## src/rtl/stopwatch_pkg.sv

```systemverilog
// Shared digit widths, digit limits, field offsets and the packed BCD time word
// for the M:SS.T stopwatch.
package stopwatch_pkg;

    localparam int DIGIT_W = 4;
    localparam int TIME_W  = 4 * DIGIT_W;

    localparam logic [DIGIT_W-1:0] MAX_TENTHS   = 4'd9;
    localparam logic [DIGIT_W-1:0] MAX_SEC_ONES = 4'd9;
    localparam logic [DIGIT_W-1:0] MAX_SEC_TENS = 4'd5;
    localparam logic [DIGIT_W-1:0] MAX_MIN      = 4'd9;

    localparam int TENTHS_LSB   = 0;
    localparam int SEC_ONES_LSB = 4;
    localparam int SEC_TENS_LSB = 8;
    localparam int MIN_LSB      = 12;

    typedef struct packed {
        logic [DIGIT_W-1:0] min;
        logic [DIGIT_W-1:0] sec_tens;
        logic [DIGIT_W-1:0] sec_ones;
        logic [DIGIT_W-1:0] tenths;
    } sw_time_t;

    localparam sw_time_t TIME_ZERO = '0;
    localparam sw_time_t TIME_MAX  = '{min: MAX_MIN, sec_tens: MAX_SEC_TENS,
                                       sec_ones: MAX_SEC_ONES, tenths: MAX_TENTHS};

endpackage

```

## src/rtl/btn_debounce_pulse.sv

```systemverilog
// Raw button conditioning: 2-FF synchroniser, saturating debounce counter and a
// single-cycle pulse when the level has been stable high for DEBOUNCE_CYCLES.
module btn_debounce_pulse
    import stopwatch_pkg::*;
#(
    parameter int DEBOUNCE_CYCLES = 8
) (
    input  logic clk,
    input  logic rst,
    input  logic btn,
    output logic pulse
);

    localparam int CNT_W = $clog2(DEBOUNCE_CYCLES + 1);
    localparam logic [CNT_W-1:0] CNT_MAX = CNT_W'(DEBOUNCE_CYCLES);

    logic             sync_1;
    logic             sync_2;
    logic [CNT_W-1:0] cnt;

    // Saturation at CNT_MAX means a held button fires once and must go low to re-arm.
    always_ff @(posedge clk or posedge rst) begin
        if (rst) begin
            sync_1 <= 1'b0;
            sync_2 <= 1'b0;
            cnt    <= '0;
            pulse  <= 1'b0;
        end else begin
            sync_1 <= btn;
            sync_2 <= sync_1;
            pulse  <= 1'b0;
            if (!sync_2) begin
                cnt <= '0;
            end else if (cnt != CNT_MAX) begin
                cnt   <= cnt + 1'b1;
                pulse <= (cnt == CNT_MAX - 1'b1);
            end
        end
    end

endmodule

```

## src/rtl/stopwatch_bcd_core.sv

```systemverilog
// M:SS.T BCD stopwatch / countdown with start/stop, clear/preset and lap capture.
// Drives the packed {lap, live} word consumed by the 8-digit display mux.
module stopwatch_bcd_core
    import stopwatch_pkg::*;
#(
    parameter int TICK_DIV        = 10000000,
    parameter int DEBOUNCE_CYCLES = 8
) (
    input  logic              clk,
    input  logic              rst,
    input  logic              btn_start,
    input  logic              btn_clear,
    input  logic              btn_lap,
    input  logic              dir,
    input  logic [TIME_W-1:0] preset_bcd,
    output logic [31:0]       disp_data,
    output logic              running,
    output logic              done,
    output logic              wrap
);

    localparam int PRE_W = (TICK_DIV > 1) ? $clog2(TICK_DIV) : 1;
    localparam logic [PRE_W-1:0] PRE_LAST = PRE_W'(TICK_DIV - 1);

    function automatic logic [DIGIT_W-1:0] sat_digit(input logic [DIGIT_W-1:0] d,
                                                     input logic [DIGIT_W-1:0] max);
        return (d > max) ? max : d;
    endfunction

    function automatic sw_time_t clamp_time(input logic [TIME_W-1:0] raw);
        sw_time_t t;
        t.min      = sat_digit(raw[MIN_LSB      +: DIGIT_W], MAX_MIN);
        t.sec_tens = sat_digit(raw[SEC_TENS_LSB +: DIGIT_W], MAX_SEC_TENS);
        t.sec_ones = sat_digit(raw[SEC_ONES_LSB +: DIGIT_W], MAX_SEC_ONES);
        t.tenths   = sat_digit(raw[TENTHS_LSB   +: DIGIT_W], MAX_TENTHS);
        return t;
    endfunction

    function automatic sw_time_t bcd_inc(input sw_time_t t);
        sw_time_t r = t;
        if (t.tenths != MAX_TENTHS) begin
            r.tenths = t.tenths + 4'd1;
        end else begin
            r.tenths = '0;
            if (t.sec_ones != MAX_SEC_ONES) begin
                r.sec_ones = t.sec_ones + 4'd1;
            end else begin
                r.sec_ones = '0;
                if (t.sec_tens != MAX_SEC_TENS) begin
                    r.sec_tens = t.sec_tens + 4'd1;
                end else begin
                    r.sec_tens = '0;
                    r.min      = (t.min != MAX_MIN) ? t.min + 4'd1 : '0;
                end
            end
        end
        return r;
    endfunction

    function automatic sw_time_t bcd_dec(input sw_time_t t);
        sw_time_t r = t;
        if (t.tenths != '0) begin
            r.tenths = t.tenths - 4'd1;
        end else begin
            r.tenths = MAX_TENTHS;
            if (t.sec_ones != '0) begin
                r.sec_ones = t.sec_ones - 4'd1;
            end else begin
                r.sec_ones = MAX_SEC_ONES;
                if (t.sec_tens != '0) begin
                    r.sec_tens = t.sec_tens - 4'd1;
                end else begin
                    r.sec_tens = MAX_SEC_TENS;
                    r.min      = (t.min != '0) ? t.min - 4'd1 : MAX_MIN;
                end
            end
        end
        return r;
    endfunction

    logic             start_pulse;
    logic             clear_pulse;
    logic             lap_pulse;
    logic [PRE_W-1:0] prescaler;
    logic             tick;
    sw_time_t         live;
    sw_time_t         lap;

    btn_debounce_pulse #(.DEBOUNCE_CYCLES(DEBOUNCE_CYCLES)) u_start (
        .clk(clk), .rst(rst), .btn(btn_start), .pulse(start_pulse)
    );
    btn_debounce_pulse #(.DEBOUNCE_CYCLES(DEBOUNCE_CYCLES)) u_clear (
        .clk(clk), .rst(rst), .btn(btn_clear), .pulse(clear_pulse)
    );
    btn_debounce_pulse #(.DEBOUNCE_CYCLES(DEBOUNCE_CYCLES)) u_lap (
        .clk(clk), .rst(rst), .btn(btn_lap), .pulse(lap_pulse)
    );

    assign tick      = running && (prescaler == PRE_LAST);
    assign disp_data = {lap, live};

    // Clear overrides start and tick; lap always samples the pre-edge live value.
    always_ff @(posedge clk or posedge rst) begin
        if (rst) begin
            live      <= TIME_ZERO;
            lap       <= TIME_ZERO;
            running   <= 1'b0;
            done      <= 1'b0;
            wrap      <= 1'b0;
            prescaler <= '0;
        end else begin
            done <= 1'b0;
            wrap <= 1'b0;
            if (lap_pulse) begin
                lap <= live;
            end
            if (clear_pulse) begin
                running   <= 1'b0;
                prescaler <= '0;
                live      <= dir ? clamp_time(preset_bcd) : TIME_ZERO;
            end else begin
                if (running) begin
                    prescaler <= tick ? '0 : prescaler + 1'b1;
                end
                if (start_pulse) begin
                    if (running) begin
                        running <= 1'b0;
                    end else if (!(dir && live == TIME_ZERO)) begin
                        running <= 1'b1;
                    end
                end
                // A countdown already at zero stops on the following tick, not on arrival.
                if (tick) begin
                    if (!dir) begin
                        live <= bcd_inc(live);
                        wrap <= (live == TIME_MAX);
                    end else if (live == TIME_ZERO) begin
                        done    <= 1'b1;
                        running <= 1'b0;
                    end else begin
                        live <= bcd_dec(live);
                    end
                end
            end
        end
    end

endmodule

```

## config.mk

```make
export PLATFORM = sky130hd
export DESIGN_NAME = stopwatch_bcd_core
export DESIGN_NICKNAME = d
export VERILOG_FILES = /design/src/rtl/stopwatch_pkg.sv /design/src/rtl/btn_debounce_pulse.sv /design/src/rtl/stopwatch_bcd_core.sv
export SDC_FILE = /design/constraint.sdc
export NUM_CORES = 1
export LEC_CHECK = 0
export ABC_AREA = 1
export CAP_MARGIN = 0
export CORE_UTILIZATION = 51
export DETAILED_ROUTE_END_ITERATION = 6
export GPL_TIMING_DRIVEN = 1
export PLACE_DENSITY = 0.76
export SLEW_MARGIN = 15
export SYNTH_ARGS = -nofsm -noshare
export SYNTH_HDL_FRONTEND = slang
export SYNTH_HIERARCHICAL = 1
export SYNTH_SLANG_ARGS = --single-unit
```

## constraint.sdc

```tcl
create_clock -name clk -period 2.1 [get_ports clk]
set_clock_uncertainty 0.05 [all_clocks]
set_input_delay 0.63 -clock clk [delete_from_list [all_inputs] [get_ports clk]]
set_output_delay 0.63 -clock clk [all_outputs]
set_load 0.02 [all_outputs]
```

# After elaboration in Yosys (flattened, before gate mapping)
# Cells that the tools add are included.
[classes]
add_sub_neg = 12
order_cmp = 4
eq_ne = 22
n_mux = 52
n_reduce_logical = 13
[ops]
columns = ["operator", "n"]
rows = [
  ["16-bit 2-to-1 mux", 5],
  ["4-bit 2-to-1 mux", 20],
  ["24-bit 2-to-1 mux", 3],
  ["4-bit by 1-bit adder with 4-bit output, second input constant", 7],
  ["24-bit by 1-bit adder with 24-bit output, second input constant", 1],
  ["24-bit == test, second input constant", 1],
  ["12-bit 2-to-1 mux", 2],
  ["4-bit inequality test, second input constant", 6],
  ["3-bit by 2-bit inequality test with 1-bit output, second input constant", 7],
  ["1-bit 2-to-1 mux", 20],
  ["16-bit == test, second input constant", 1],
  ["16-bit zero test", 1],
  ["8-bit 2-to-1 mux", 2],
  ["4-bit nonzero test", 4],
  ["4-bit by 1-bit subtractor with 4-bit output, second input constant", 4],
  ["4-bit by 3-bit == test with 1-bit output, second input constant", 3],
  ["4-bit greater-than comparator, second input constant", 3],
  ["8-bit AND reduction", 1],
  ["2-bit inequality test, second input constant", 3],
  ["6-bit AND reduction", 1],
  ["4-bit by 3-bit greater-than comparator with 1-bit output, second input constant", 1],
  ["4-bit by 3-bit inequality test with 1-bit output, second input constant", 1],
  ["4-bit AND reduction", 1],
  ["2-bit nonzero test", 2],
  ["2 further kinds", 3],
]
[totals]
ff_bits = 80
inputBits = 22
output_inout_bits = 35

# Longest topological paths before layout
[depth]
ltp_word = 9
depth_mapped = 10
ltp_nobuf = 10

# By module
# Netlist, hierarchy kept.
[modules_own_cells]
columns = ["module", "instances", "cells_per_inst", "area_each_um2", "seq_area_each_um2"]
rows = [
  ["stopwatch_bcd_core", 1, 539, 3784.9, 1476.4],
  ["btn_debounce_pulse", 3, 37, 329.1, 175.2],
]

# Worst setup path after synthesis
# No wires, ideal clock.
[synth_path]
path_type = "register to register"
start = "register live, in the netlist disp_data[12]"
end = "register live, in the netlist disp_data[10]"
setup_time_ns = 0.118
arrival_time_ns = 1.427
t_required_ns = 1.932
path_slack_ns = 0.505
path_stages_with_launch = 8
cell_sequence = "dfrtp_1 nor2_4 nand2_2 nor3_4 nand3_4 buf_6 nand4_1 nand2_1"
[synth_via]
elab_chain_cells = 3
[synth_rtl]
columns = ["element", "line_no", "rtl"]
rows = [
  ["start: declaration", "stopwatch_bcd_core.sv:86", "sw_time_t live;"],
  ["start signal: assignment", "stopwatch_bcd_core.sv:120", "live <= dir ? clamp_time(preset_bcd) : TIME_ZERO;"],
  ["start signal: assignment", "stopwatch_bcd_core.sv:135", "live <= bcd_inc(live);"],
  ["start signal: assignment", "stopwatch_bcd_core.sv:141", "live <= bcd_dec(live);"],
  ["16-bit zero test", "stopwatch_bcd_core.sv:137", "end else if (live == TIME_ZERO) begin"],
  ["3-bit by 2-bit inequality test with 1-bit output (no source line)", "-", ""],
  ["6-bit AND reduction (no source line)", "-", ""],
]
# Every way passes these cells.
# A chain may end at the register's enable or synchronous reset.

# Worst setup path after layout
[layout_path]
start = "register live, in the netlist disp_data[9]"
end = "output disp_data[9]"
[layout_lines]
columns = ["element", "line_no", "rtl"]
rows = [
  ["end: declaration", "stopwatch_bcd_core.sv:16", "output logic [31:0] disp_data,"],
]
# No word-level cell between the ends.

==> metrics <==
Met3 Routed Length=about 690 um; wire length per cell=around 14 um; largest net degree at the start of global routing=46; Max Transition Viols Final=0; Final Core Density=0.6558; Synth Area per Inst=7.342 um2; Remaining DRCs=0; first-pass GRT wire length=between 20 and 25 mm; vias in the first global route=between 4000 and 5000; Synth area leaders=dfrtp_1 (42%), nand2_1 (13%), nor2_1 (7.6%), inv_1 (6.1%), nand3_1 (5.7%); P&R area growth vs syn=22.18%; GP Congestion=about 0.96; Clk pwr share=0.353; Ports=57; nets@finish=762; # fillers=~740; Antenna Cells=0; EDFF count, synth=0; maximum VDD drop=~430 uV; CP Capture Type=primary output; Hold-fix buffers, CTS=0; cell with the most instances after synthesis=nand2_1; Crit-path slowest cell=clkdlybuf4s50_1; Net Sw Power=roughly 1.0 mW; Final Non-Filler Cells=846; Synth Register Bits=80; Comb pwr share=0.172; clk_lat worst skew=340 ps; 1st-iter DRT viols=249; post-route setup TNS=0 ps; die area=9748 um2; Yosys top cell by area=dfrtp_1; share of layout cells above drive strength 1=0.1192; Post-Route WL=about 12 mm; Pre-Repair DR Iteration Count=5; crit path DAT=~1300 ps; crit-path leading delay family=buffers and inverters; CP Class=reg -> out; Pwr Total=~3.6 mW; setup violators final=0; worst-margin pin slew=582.9 ps; die width=a little under 100 um; Synthesized Nets=between 600 and 700; WL met2=6.152 mm; DIE HEIGHT=98.73 um; Core ar.=about 8900 um2; crit path cell chain=clkdlybuf4s50_1; Port Buf Inserts=56; fin crit period=about 2000 ps; Buf/Inv on CP=1; Via Count=4612; total clock sinks=80; Max Fanout on Critical Path=2; Mapped Area=approximately 4800 um2; ys flop type=dfrtp_1; switch share=0.2784; element type at the critical path start=flop; worst hold slack=a little over 300 ps; largest stage delay on the critical path=~600 ps; clock-pin slew on the worst setup and hold paths=90 ps; slew margin rel.=0.6114; pre-CTS setup slack=-140.8 ps; Highest Signal Layer=met4; Fin. Hold Viols=0; routed length on met1=approximately 5.1 mm; post-route ant nets=0; DP HPWL=just over 9 mm; Async S/R FF share, synth=1.000; Rows=34; Internal Power=about 2.6 mW; Crit path required time=around 1400 ps; Final period util=0.9620; Cell Pwr Density=616.7 nW/um2; setup ws final=~80 ps; DP Area=roughly 5600 um2; total track usage=0.2686; MaxCap Viol Count=0; Initial Util=0.5367; Ys Warns=6; H-tree depth=3; initial antenna violation count=0; CTS buffer count=9; sequential fraction of the synthesis area=0.4195; Max Buffers Root-to-Sink=2; total grt overflow=0; Flop pwr share=0.475; Synth top cells by count=nand2_1 (167), nor2_1 (97), dfrtp_1 (80), inv_1 (78), nand3_1 (54); placed cells=830; Synth top area share=0.4195; Final Instance Area=about 5800 um2; Via density=5.452; Fmax=between 400 and 500 MHz; Yosys cell types=39; Lkg Pwr=between 2 and 3 nW; cells after synthesis=650; clock tree from TritonCTS=yes; Worst Hold Class=reg -> reg; CTS root buf=clkbuf_8; status=finished, final reports clean; RSZ-0062 raised after global routing=false
-- cell families (layout without fill, tap and decap cells) --
logic type / Yosys count / after routing / share of synthesized area
xor gates and xnor gates: 8 / 8 / 0.01468
buffers and inverters: 93 / 181 / 0.08128
and+or+nand+nor: 396 / 396 / 0.3865
muxes: 2 / 2 / 0.004719
AOI/OAI and AO/OA: 64 / 64 / 0.07499
DFF: 80 / 80 / 0.4195
adders and majority gates: 7 / 7 / 0.01835
-- routing by layer --
metal / vias to the layer above / GRT usage
met5: - / 0
li1: 2261 / -
met4: 0 / 0.09185
met2: 168 / 0.4789
met3: 23 / 0.04894
met1: 2160 / 0.3276
-- worst paths after layout --
path,startpoint,end,slack [ps],cells after the start
worst max register to register,prescaler[0]$_DFFE_PP0P_,prescaler[9]$_DFFE_PP0P_,160,10
min in group asynchronous,rst,u_clear/cnt[1]$_DFFE_PP0P_,680,2
worst max-delay path,disp_data[9]$_DFFE_PP0P_,disp_data[9],80,1
max in group asynchronous,rst,prescaler[4]$_DFFE_PP0P_,950,3
worst min-delay path,u_clear/sync_1$_DFF_PP0_,u_clear/sync_2$_DFF_PP0_,300,0
worst min register to register,u_clear/sync_1$_DFF_PP0_,u_clear/sync_2$_DFF_PP0_,300,0
-- layout by cell type, fill, tap and decap left out, drive strengths merged --
cell / synthesis / routed
a211oi: 1 / 1
a21oi: 27 / 27
and2: 1 / 1
buf: 9 / 28
bufinv: 0 / 2
clkbuf: 3 / 13
clkdlybuf4s50: 0 / 48
clkinv: 3 / 4
clkinvlp: 0 / 1
dfrtp: 80 / 80
dlygate4sd2: 0 / 8
ha: 7 / 7
inv: 78 / 77
mux2: 2 / 2
nand2: 179 / 179
nand3: 62 / 62
nand3b: 2 / 2
nand4: 26 / 26
nor2: 115 / 115
nor3: 8 / 8
nor4: 2 / 2
o2111ai: 1 / 1
o211ai: 5 / 5
o21ai: 25 / 25
o221ai: 1 / 1
o22ai: 2 / 2
o31ai: 2 / 2
or2: 1 / 1
xnor2: 3 / 3
xor2: 5 / 5
-- what timing repair did --
action	4_1_cts	5_1_grt
buffers inserted	0	0
setup endpoints to repair	8	0
resized for setup	8	0
-- flip-flops by register name, summed over array words and instances (netlist names), 4 cells and up --
register	cells
u_clear/cnt	4
disp_data	32
u_lap/cnt	4
u_start/cnt	4
prescaler	24
-- area by class of cell --
class	count	area [um2]	area share
Inverter	81	311.5	0.05343
Sequential cell	80	2002	0.3433
Clock buffer	13	148.9	0.02554
Clock inverter	3	65.06	0.01116
Multi-Input combinational cell	477	2382	0.4086
Timing Repair Buffer	84	785.8	0.1348
Tap cell	108	135.1	0.02318
-- power groups by stage --
| stage | Combinational (mW) | Sequential (mW) | Clock, mW |
|---|---|---|---|
| after floorplan | 0.290 | 1.79 | 0 |
| after global placement | 0.601 | 1.73 | 0 |
| after detailed placement | 0.620 | 1.73 | 0 |
| after CTS | 0.621 | 1.71 | 1.29 |
| after global routing | 0.681 | 1.72 | 1.36 |
| final | 0.619 | 1.71 | 1.27 |
-- worst register-to-register path, delay by kind of cell (launching register included) --
kind	cells	cell delay (ps)
adder cells (fa/ha/maj)	1	220
buffers and inverters	1	180
AO/OA/AOI/OAI	1	130
AND/OR/NAND/NOR	7	860
flip-flops	1	390
No activity file was read; power rests on OpenSTA's default activity.
